==> src/rtl/isa_pkg.sv <==
`default_nettype none
// +----------------------------------------------------------------------+
// | isa_pkg : shared ISA constants, opcodes and fetch state encoding      |
// | Rev 1.0                                                               |
// +----------------------------------------------------------------------+
package isa_pkg;

    localparam int PC_W   = 9;
    localparam int INST_W = 20;
    localparam int OFF_W  = 15;
    localparam int OP_W   = 5;

    localparam logic [OP_W-1:0] OP_BE   = 5'b00111;
    localparam logic [OP_W-1:0] OP_BL   = 5'b01000;
    localparam logic [OP_W-1:0] OP_BG   = 5'b01001;
    localparam logic [OP_W-1:0] OP_BA   = 5'b01010;
    localparam logic [OP_W-1:0] OP_DONE = 5'b01110;

    typedef enum logic [1:0] {
        IDLE = 2'd0,
        RUN  = 2'd1,
        HALT = 2'd2
    } fetch_state_t;

    // The result is truncated to PC_W bits, so sign-extending the offset is
    // unnecessary: the low PC_W bits of the sum are identical either way.
    function automatic logic [PC_W-1:0] branch_target(
        input logic [PC_W-1:0]  pc,
        input logic [OFF_W-1:0] off
    );
        return PC_W'(OFF_W'(pc) + off);
    endfunction

endpackage
`default_nettype wire

==> src/rtl/branch_resolve.sv <==
`default_nettype none
// +----------------------------------------------------------------------+
// | branch_resolve : decodes the live instruction register for branches  |
// | and the done opcode. Rev 1.0                                          |
// +----------------------------------------------------------------------+
module branch_resolve
    import isa_pkg::*;
(
    input  logic [INST_W-1:0] ir,
    input  logic [PC_W-1:0]   ir_pc,
    input  logic              ir_valid,
    input  logic              flag_eq,
    input  logic              flag_lt,
    input  logic              flag_gt,
    output logic              taken,
    output logic              is_done,
    output logic [PC_W-1:0]   target
);

    logic [OP_W-1:0] opcode;
    logic            cond;

    assign opcode = ir[INST_W-1 -: OP_W];
    assign target = branch_target(ir_pc, ir[OFF_W-1:0]);

    always_comb begin
        cond = 1'b0;
        case (opcode)
            OP_BE:   cond = flag_eq;
            OP_BL:   cond = flag_lt;
            OP_BG:   cond = flag_gt;
            OP_BA:   cond = 1'b1;
            default: cond = 1'b0;
        endcase
    end

    // A squashed word must never redirect or halt the program.
    assign taken   = ir_valid & cond;
    assign is_done = ir_valid & (opcode == OP_DONE);

endmodule
`default_nettype wire

==> src/rtl/fetch_ctrl.sv <==
`default_nettype none
// +----------------------------------------------------------------------+
// | fetch_ctrl : instruction fetch sequencer with branch resolution and  |
// | program start/halt handshake. Rev 1.0                                 |
// +----------------------------------------------------------------------+
module fetch_ctrl
    import isa_pkg::*;
(
    input  logic              clk,
    input  logic              rst_n,
    input  logic              start,
    input  logic [PC_W-1:0]   start_addr,
    input  logic              stall,
    input  logic [INST_W-1:0] inst,
    input  logic              flag_eq,
    input  logic              flag_lt,
    input  logic              flag_gt,
    output logic [PC_W-1:0]   iptr,
    output logic [INST_W-1:0] ir,
    output logic              ir_valid,
    output logic [PC_W-1:0]   ir_pc,
    output logic              busy,
    output logic              done
);

    fetch_state_t    state;
    logic [PC_W-1:0] pc;
    logic            taken;
    logic            is_done;
    logic [PC_W-1:0] target;

    assign iptr = pc;

    branch_resolve u_branch_resolve (
        .ir       (ir),
        .ir_pc    (ir_pc),
        .ir_valid (ir_valid),
        .flag_eq  (flag_eq),
        .flag_lt  (flag_lt),
        .flag_gt  (flag_gt),
        .taken    (taken),
        .is_done  (is_done),
        .target   (target)
    );

    always_ff @(posedge clk) begin
        if (!rst_n) begin
            state    <= IDLE;
            pc       <= '0;
            ir       <= '0;
            ir_pc    <= '0;
            ir_valid <= 1'b0;
            busy     <= 1'b0;
            done     <= 1'b0;
        end else begin
            case (state)
                IDLE, HALT: begin
                    if (start) begin
                        state    <= RUN;
                        pc       <= start_addr;
                        ir_valid <= 1'b0;
                        busy     <= 1'b1;
                        done     <= 1'b0;
                    end
                end
                RUN: begin
                    if (!stall) begin
                        if (is_done) begin
                            state    <= HALT;
                            ir_valid <= 1'b0;
                            busy     <= 1'b0;
                            done     <= 1'b1;
                        end else begin
                            // On a taken branch the word fetched now is the
                            // wrong path: load it but mark it dead.
                            ir       <= inst;
                            ir_pc    <= pc;
                            ir_valid <= ~taken;
                            pc       <= taken ? target : pc + PC_W'(1);
                        end
                    end
                end
                default: begin
                    state    <= IDLE;
                    ir_valid <= 1'b0;
                    busy     <= 1'b0;
                end
            endcase
        end
    end

endmodule
`default_nettype wire

==> config.mk <==
export PLATFORM = sky130hd
export DESIGN_NAME = fetch_ctrl
export DESIGN_NICKNAME = d
export VERILOG_FILES = /design/src/rtl/isa_pkg.sv /design/src/rtl/branch_resolve.sv /design/src/rtl/fetch_ctrl.sv
export SDC_FILE = /design/constraint.sdc
export NUM_CORES = 1
export LEC_CHECK = 0
export ABC_AREA = 1
export CELL_PAD_IN_SITES_DETAIL_PLACEMENT = 0
export CELL_PAD_IN_SITES_GLOBAL_PLACEMENT = 1
export CORE_UTILIZATION = 32
export CTS_CLUSTER_SIZE = 14
export DETAILED_ROUTE_END_ITERATION = 12
export PLACE_DENSITY_LB_ADDON = 0.1
export SETUP_SLACK_MARGIN = 0.05
export SKIP_CTS_REPAIR_TIMING = 1
export SYNTH_ARGS = -nofsm -noshare
export SYNTH_HDL_FRONTEND = slang
export SYNTH_SLANG_ARGS = --single-unit
==> constraint.sdc <==
create_clock -name clk -period 1.99 [get_ports clk]
set_clock_uncertainty 0.2 [all_clocks]
set_input_delay 0.398 -clock clk [delete_from_list [all_inputs] [get_ports clk]]
set_output_delay 0.398 -clock clk [all_outputs]
set_load 0.02 [all_outputs]
=== Word level (Yosys, flattened, before mapping) ===
Index checks and enable logic that the tools add are counted.

* Add/sub/neg operators: 2
* Equal/unequal tests: 11
* Mux-type cells: 21
* Bitwise gates (word level): 5
* Reduce and logical (&&, ||, !) cells: 8

{| class="wikitable"
|+ Operators with widths
! cell !! count
|-
| 2-to-1 mux 9 bit || 4
|-
| equality test 5 x 4 -> 1 bit (second input constant) || 4
|-
| one-hot mux 9 bit (2 select lines) || 1
|-
| adder 9 x 1 -> 9 bit (second input constant) || 1
|-
| adder 9 bit || 1
|-
| 2-to-1 mux 1 bit || 8
|-
| inequality test 2 bit (second input constant) || 4
|-
| AND reduction 4 bit || 2
|-
| 2-to-1 mux 2 bit || 3
|-
| one-hot mux 1 bit (2 select lines) || 3
|-
| AND reduction 3 bit || 2
|-
| equality test 5 x 3 -> 1 bit (second input constant) || 1
|-
| one-hot mux 1 bit (4 select lines) || 1
|-
| one-hot mux 2 bit (2 select lines) || 1
|-
| NOT 1 bit || 3
|-
| AND 1 bit || 2
|-
| equality test 2 x 1 -> 1 bit (second input constant) || 1
|-
| equality test 2 bit (second input constant) || 1
|-
| logical NOT 2 bit || 1
|-
| AND reduction 2 bit || 1
|-
| nonzero test 2 bit || 1
|-
| OR reduction 2 bit || 1
|}

* Flip-flop bits (word level): 43
* Input bits: 36
* Output and inout port bits: 41
* Logic and storage cells: 54

=== Longest topological paths before layout ===
* Word-level depth: 7
* Gate-level depth with buffers: 13
* Mapped depth without buffers: 13

=== Modules after synthesis ===
Synthesis repeated with hierarchy kept, for this count alone.

* Cell total of the unflattened synthesis: 373
* Area total of the unflattened synthesis: 2478.6 sq um

{| class="wikitable"
|+ By module, submodules not included
! module !! times used !! cells each !! area an instance (sq um) !! seq. area each (sq um)
|-
| fetch_ctrl || 1 || 287 || 2005.7 || 860.8
|-
| branch_resolve || 1 || 86 || 473.0 || 0.0
|}

=== Least setup slack after synthesis ===
Ideal clock, no wire load.

* Kind: register -> register
* From: register ir[0]
* To: register pc[6], in the netlist iptr[6]
* Setup time: 0.132 ns
* Arrival: 1.646 ns
* Data required time: 1.658 ns
* Setup slack: 0.012 ns
* Cell stages (with the launch flop): 14
* Path buffers: 0
* Period minus slack after synthesis: 1.978 ns
* Cells stage by stage: dfxtp_1 ha_1 inv_1 fa_1 inv_1 nand2_1 nand2_1 nand3b_1 nand2_1 nand2_1 nand3_1 nand2_1 nand2_1 a21oi_1

* Word-level cells in the longest chain between the ends: 5

{| class="wikitable"
|+ Ends and longest elaborated chain
! what !! RTL line !! text
|-
| start, declared || fetch_ctrl.sv:19 || <nowiki>output logic [INST_W-1:0] ir,</nowiki>
|-
| start signal, assigned || fetch_ctrl.sv:76 || <nowiki>ir <= inst;</nowiki>
|-
| adder 9 bit || isa_pkg.sv:31 || <nowiki>return PC_W'(OFF_W'(pc) + off);</nowiki>
|-
| 2-to-1 mux 9 bit || fetch_ctrl.sv:79 || <nowiki>pc <= taken ? target : pc + PC_W'(1);</nowiki>
|-
| 2-to-1 mux 9 bit || fetch_ctrl.sv:68 || <nowiki>if (is_done) begin</nowiki>
|-
| 2-to-1 mux 9 bit || fetch_ctrl.sv:67 || <nowiki>if (!stall) begin</nowiki>
|-
| one-hot mux 9 bit (2 select lines) || fetch_ctrl.sv:56 || <nowiki>case (state)</nowiki>
|-
| end signal, assigned || fetch_ctrl.sv:60 || <nowiki>pc <= start_addr;</nowiki>
|-
| end signal, assigned || fetch_ctrl.sv:79 ||
|-
| end, declared || fetch_ctrl.sv:27 || <nowiki>logic [PC_W-1:0] pc;</nowiki>
|}

Every way passes these cells. The select of a mux whose other input is x is not followed.
A chain may end at the register's enable or synchronous reset.

=== Final worst setup path ===
* From: register ir[8]
* To: output ir[8]

No word-level cell between the ends.

==> impl.org <==
** Drt
- Total routed wirelength :: 6920 um
- First-pass iteration count of the detailed router :: 4
- Detailed-routing wirelength on met1 :: 3250 um
- DR vias :: 2489
- Via density per instance :: 4.60
- Avg WL per Cell :: 12.8 um
- Summed over all nets, wire length on met2 after detailed routing comes to 3270 um.
- Max Used Layer :: met4
- Detailed routing placed a total of 343 um of wire on met3.
- Residual antenna-violating net count after detailed routing :: 0
- Number of violations reported at the end of detailed-routing iteration 0 :: 73
- After detailed routing, the number of remaining DRC violations is 0.

** Synth
- The netlist uses 28 different library cells.
- Yosys mapped a number of flops with a built-in enable equal to 0.
- In this run the cell area of the synthesized design comes to 0.00237 mm^2.
- The Yosys step of the flow raised 0 warnings.
- After synthesis, the share of flip-flops with an asynchronous set or reset is 0%.
- In the synthesized netlist the dominant register cell turns out to be sky130_fd_sc_hd__dfxtp_1.
- Flip-flop and latch count after synthesis :: 43
- Synthesis produced a netlist with a net count of 397.
- Synthesis produced a netlist whose cell count is 351.
- Dividing the synthesized area by the synthesized cell count gives 6.74 um^2.
- For this run, the register share of the synthesized area comes to 36.4%.

** Placed design
- Routability-driven placement congestion ratio :: 0.841
- After legalization and detailed placement, the total HPWL measured 5170 um.
- Input/output buffers :: 76
- Placed cell count :: 533
- Placement-stage cell area :: 0.00336 mm^2

** Timing
- Tcrit/Tclk final :: 95.4%
- Max-slew headroom at the worst pin :: 79.1%
- Final-report hold violation count :: 0
- Setup repair after global routing could not meet its margin everywhere.
- Pin slew with the least headroom to its limit :: 313 ps
- The count of pins over their slew limit came to 0.
- Time the final worst path needs with I/O delays and setup :: 1900 ps
- Finish-stage setup viols :: 0
- The tightest hold path in the finished design has a slack of 269 ps.
- Summed over all failing endpoints, the final setup total negative slack is 0 ps.
- Timing would allow up to 527 MHz.

** Critical path
- At the worst endpoint, the required time is 1390 ps.
- In this design, the stage delay of the slowest critical-path cell is 620 ps.
- Crit path buffers/inverters :: 1
- For this design, the slowest cell found on the critical path is sky130_fd_sc_hd__clkdlybuf4s50_1.
- The worst setup path is launched from a flip-flop.
- Crit path max fanout :: 3
- Cell family with most CP delay :: buffers and inverters
- Crit end category :: output port
- The critical path is of the flip-flop to output port type.
- Arrival time of data at the critical path endpoint :: 1300 ps
- Crit path cell chain :: clkdlybuf4s50_1

** Cells and area
- After filler insertion, the fill cell instance count of the layout stands at 747.
- Commonest non-fill, non-tap cell in the layout :: sky130_fd_sc_hd__nand2_1
- Cells fill 51.8% of the core in the end.
- The area growth from synthesis to layout is 53.0%.
- Sequential cell area :: 867 um^2
- Leaving out fill and tap cells, the most frequent cells in the layout are 122 x sky130_fd_sc_hd__nand2_1, 55 x sky130_fd_sc_hd__clkdlybuf4s50_1, 50 x sky130_fd_sc_hd__a21oi_1.
- Cells with a size suffix above 1 make up 13.9% of the layout.
- Area taken by multi-input logic gates :: 0.00136 mm^2
- Antenna fix cells :: 0
- Net count reported at finish :: 490
- Excluding fillers, the count of instances in the completed layout stands at 541.
- The finished cells cover 0.00362 mm^2.

** Clock network
- At the later pin of the worst-skew pair, clock insertion delay measures 300 ps.
- H-Tree Depth :: 2
- Clock tree synthesis selected as its root buffer the cell sky130_fd_sc_hd__clkbuf_8.
- No sink is reached through more buffers than the 2 on the longest clock path.
- Clock-pin slew on the worst setup and hold paths :: 90 ps
- The tree built by TritonCTS fans out to 43 sinks.
- TritonCTS created 5 clock buffers.
- Clock tree from TritonCTS :: done

** Hold path
- Type of the most critical hold path :: flip-flop to flip-flop

** Global routing
- Wire length of the first global-routing pass :: 11300 um
- Total global routing overflow :: 0
- The number of global-route vias before repair was 2386.
- Maximum number of pins on one net before global-route repair :: 28
- For this run, the total global-route usage over all layers was measured as 18.9%.
- Number of antenna violations at the first check in global routing :: 0

** Power
- Switching part of the total :: 28.5%
- Combinational logic is responsible for 24.7% of the overall power.
- The worst-case IR drop observed on VDD is 0.000245 V.
- Net switching power :: 680 uW
- Lkg Pwr :: 1.86 nW
- Per report_power, the clock group accounts for 34.5% of the total.
- Share of power burned in registers :: 40.8%
- Internal power :: 1.71 mW
- Power density normalized to cell area :: 659 mW/mm^2

** Floorplan
- The die covers 0.00774 mm^2.
- Number of core rows :: 30
- 77 I/O pins were placed.
- The region available for standard cell placement spans 0.00698 mm^2.
- Once the floorplan was initialized, standard cells occupied 33.9% of the core.
- Vertical die dimension :: 88.0 um
- From left edge to right edge, the die measures 88.0 um.

** Outcome
- The run finished with clean final reports.

** Run
- Number of violations of the max-capacitance limit :: 0
==> final timing paths <==
kind / to / startpoint / cells past startpoint / slack, ps
worst min-delay path: busy$_SDFFE_PN0P_ / busy$_SDFFE_PN0P_ / 2 / 270
worst min register to register: busy$_SDFFE_PN0P_ / busy$_SDFFE_PN0P_ / 2 / 270
worst max register to register: iptr[4]$_SDFFE_PN0P_ / ir[0]$_SDFFE_PN0P_ / 12 / 120
worst max-delay path: ir[8] / ir[8]$_SDFFE_PN0P_ / 1 / 90
==> state kept, by name, summed over array words and instances, names as in the netlist <==
signal	count
ir	20
iptr	9
ir_pc	9
state	2
busy	1
done	1
ir_valid	1
==> power groups by stage <==
stage                     clock network (mW)  logic (mW)  registers, mW
final                                  0.822       0.589          0.974
after global routing                   0.869       0.652          0.984
after CTS                              0.853       0.592          0.974
after detailed placement                   0       0.589          0.994
after global placement                     0       0.592          0.993
after floorplan                            0       0.237           1.05
==> cells by family (layout without fill, tap and decap cells) <==
group | Yosys count | after routing | synth area share (%)
buf+inv | 48 | 142 | 8.99
flops | 43 | 43 | 36.4
compound gates | 76 | 76 | 16.9
simple gates | 168 | 168 | 29.9
xor+xnor | 6 | 6 | 2.22
fa+ha+maj | 10 | 10 | 5.61
==> synth_stat cells (2+ instances only) <==
cell	count	share of area (%)
sky130_fd_sc_hd__nand3b_1	8	2.5
sky130_fd_sc_hd__inv_1	30	4.8
sky130_fd_sc_hd__clkbuf_1	3	0.48
sky130_fd_sc_hd__nand3_1	10	2.1
sky130_fd_sc_hd__xnor2_1	3	1.1
sky130_fd_sc_hd__inv_2	5	0.79
sky130_fd_sc_hd__o21ai_0	15	3.2
sky130_fd_sc_hd__buf_2	2	0.42
sky130_fd_sc_hd__o211ai_1	3	0.95
sky130_fd_sc_hd__nor2_4	2	0.95
sky130_fd_sc_hd__nand2_1	124	20
sky130_fd_sc_hd__xor2_1	3	1.1
sky130_fd_sc_hd__buf_4	6	1.9
sky130_fd_sc_hd__nor2_1	19	3.0
sky130_fd_sc_hd__nand3_2	2	0.85
sky130_fd_sc_hd__a21oi_1	52	11
sky130_fd_sc_hd__ha_1	9	4.8
sky130_fd_sc_hd__dfxtp_1	43	36
sky130_fd_sc_hd__o21ai_1	3	0.63
==> metal layers <==
metal  up-vias  track usage, %
li1       1318               -
met1      1111            24.5
met2        55            32.1
met3         5            3.96
met4         0            4.62
met5         -               0
==> cell type report <==
cell class / instances / share of cell area, %
tap: 96 / 3.32
clock inverter: 3 / 1.87
inverter: 36 / 3.73
clock buffer: 5 / 1.90
timing repair buffer: 98 / 27.7
multi-input combinational: 260 / 37.5
sequential: 43 / 24.0
==> stage by stage <==
step	power, mW	setup WS [ps]
floorplan	1.29	80.1
global placement	1.58	-12.3
detailed placement	1.58	-58.1
CTS	2.42	-39.5
global route	2.50	-22.7
finish	2.39	91.6
Power figures use the tool's default switching activity.
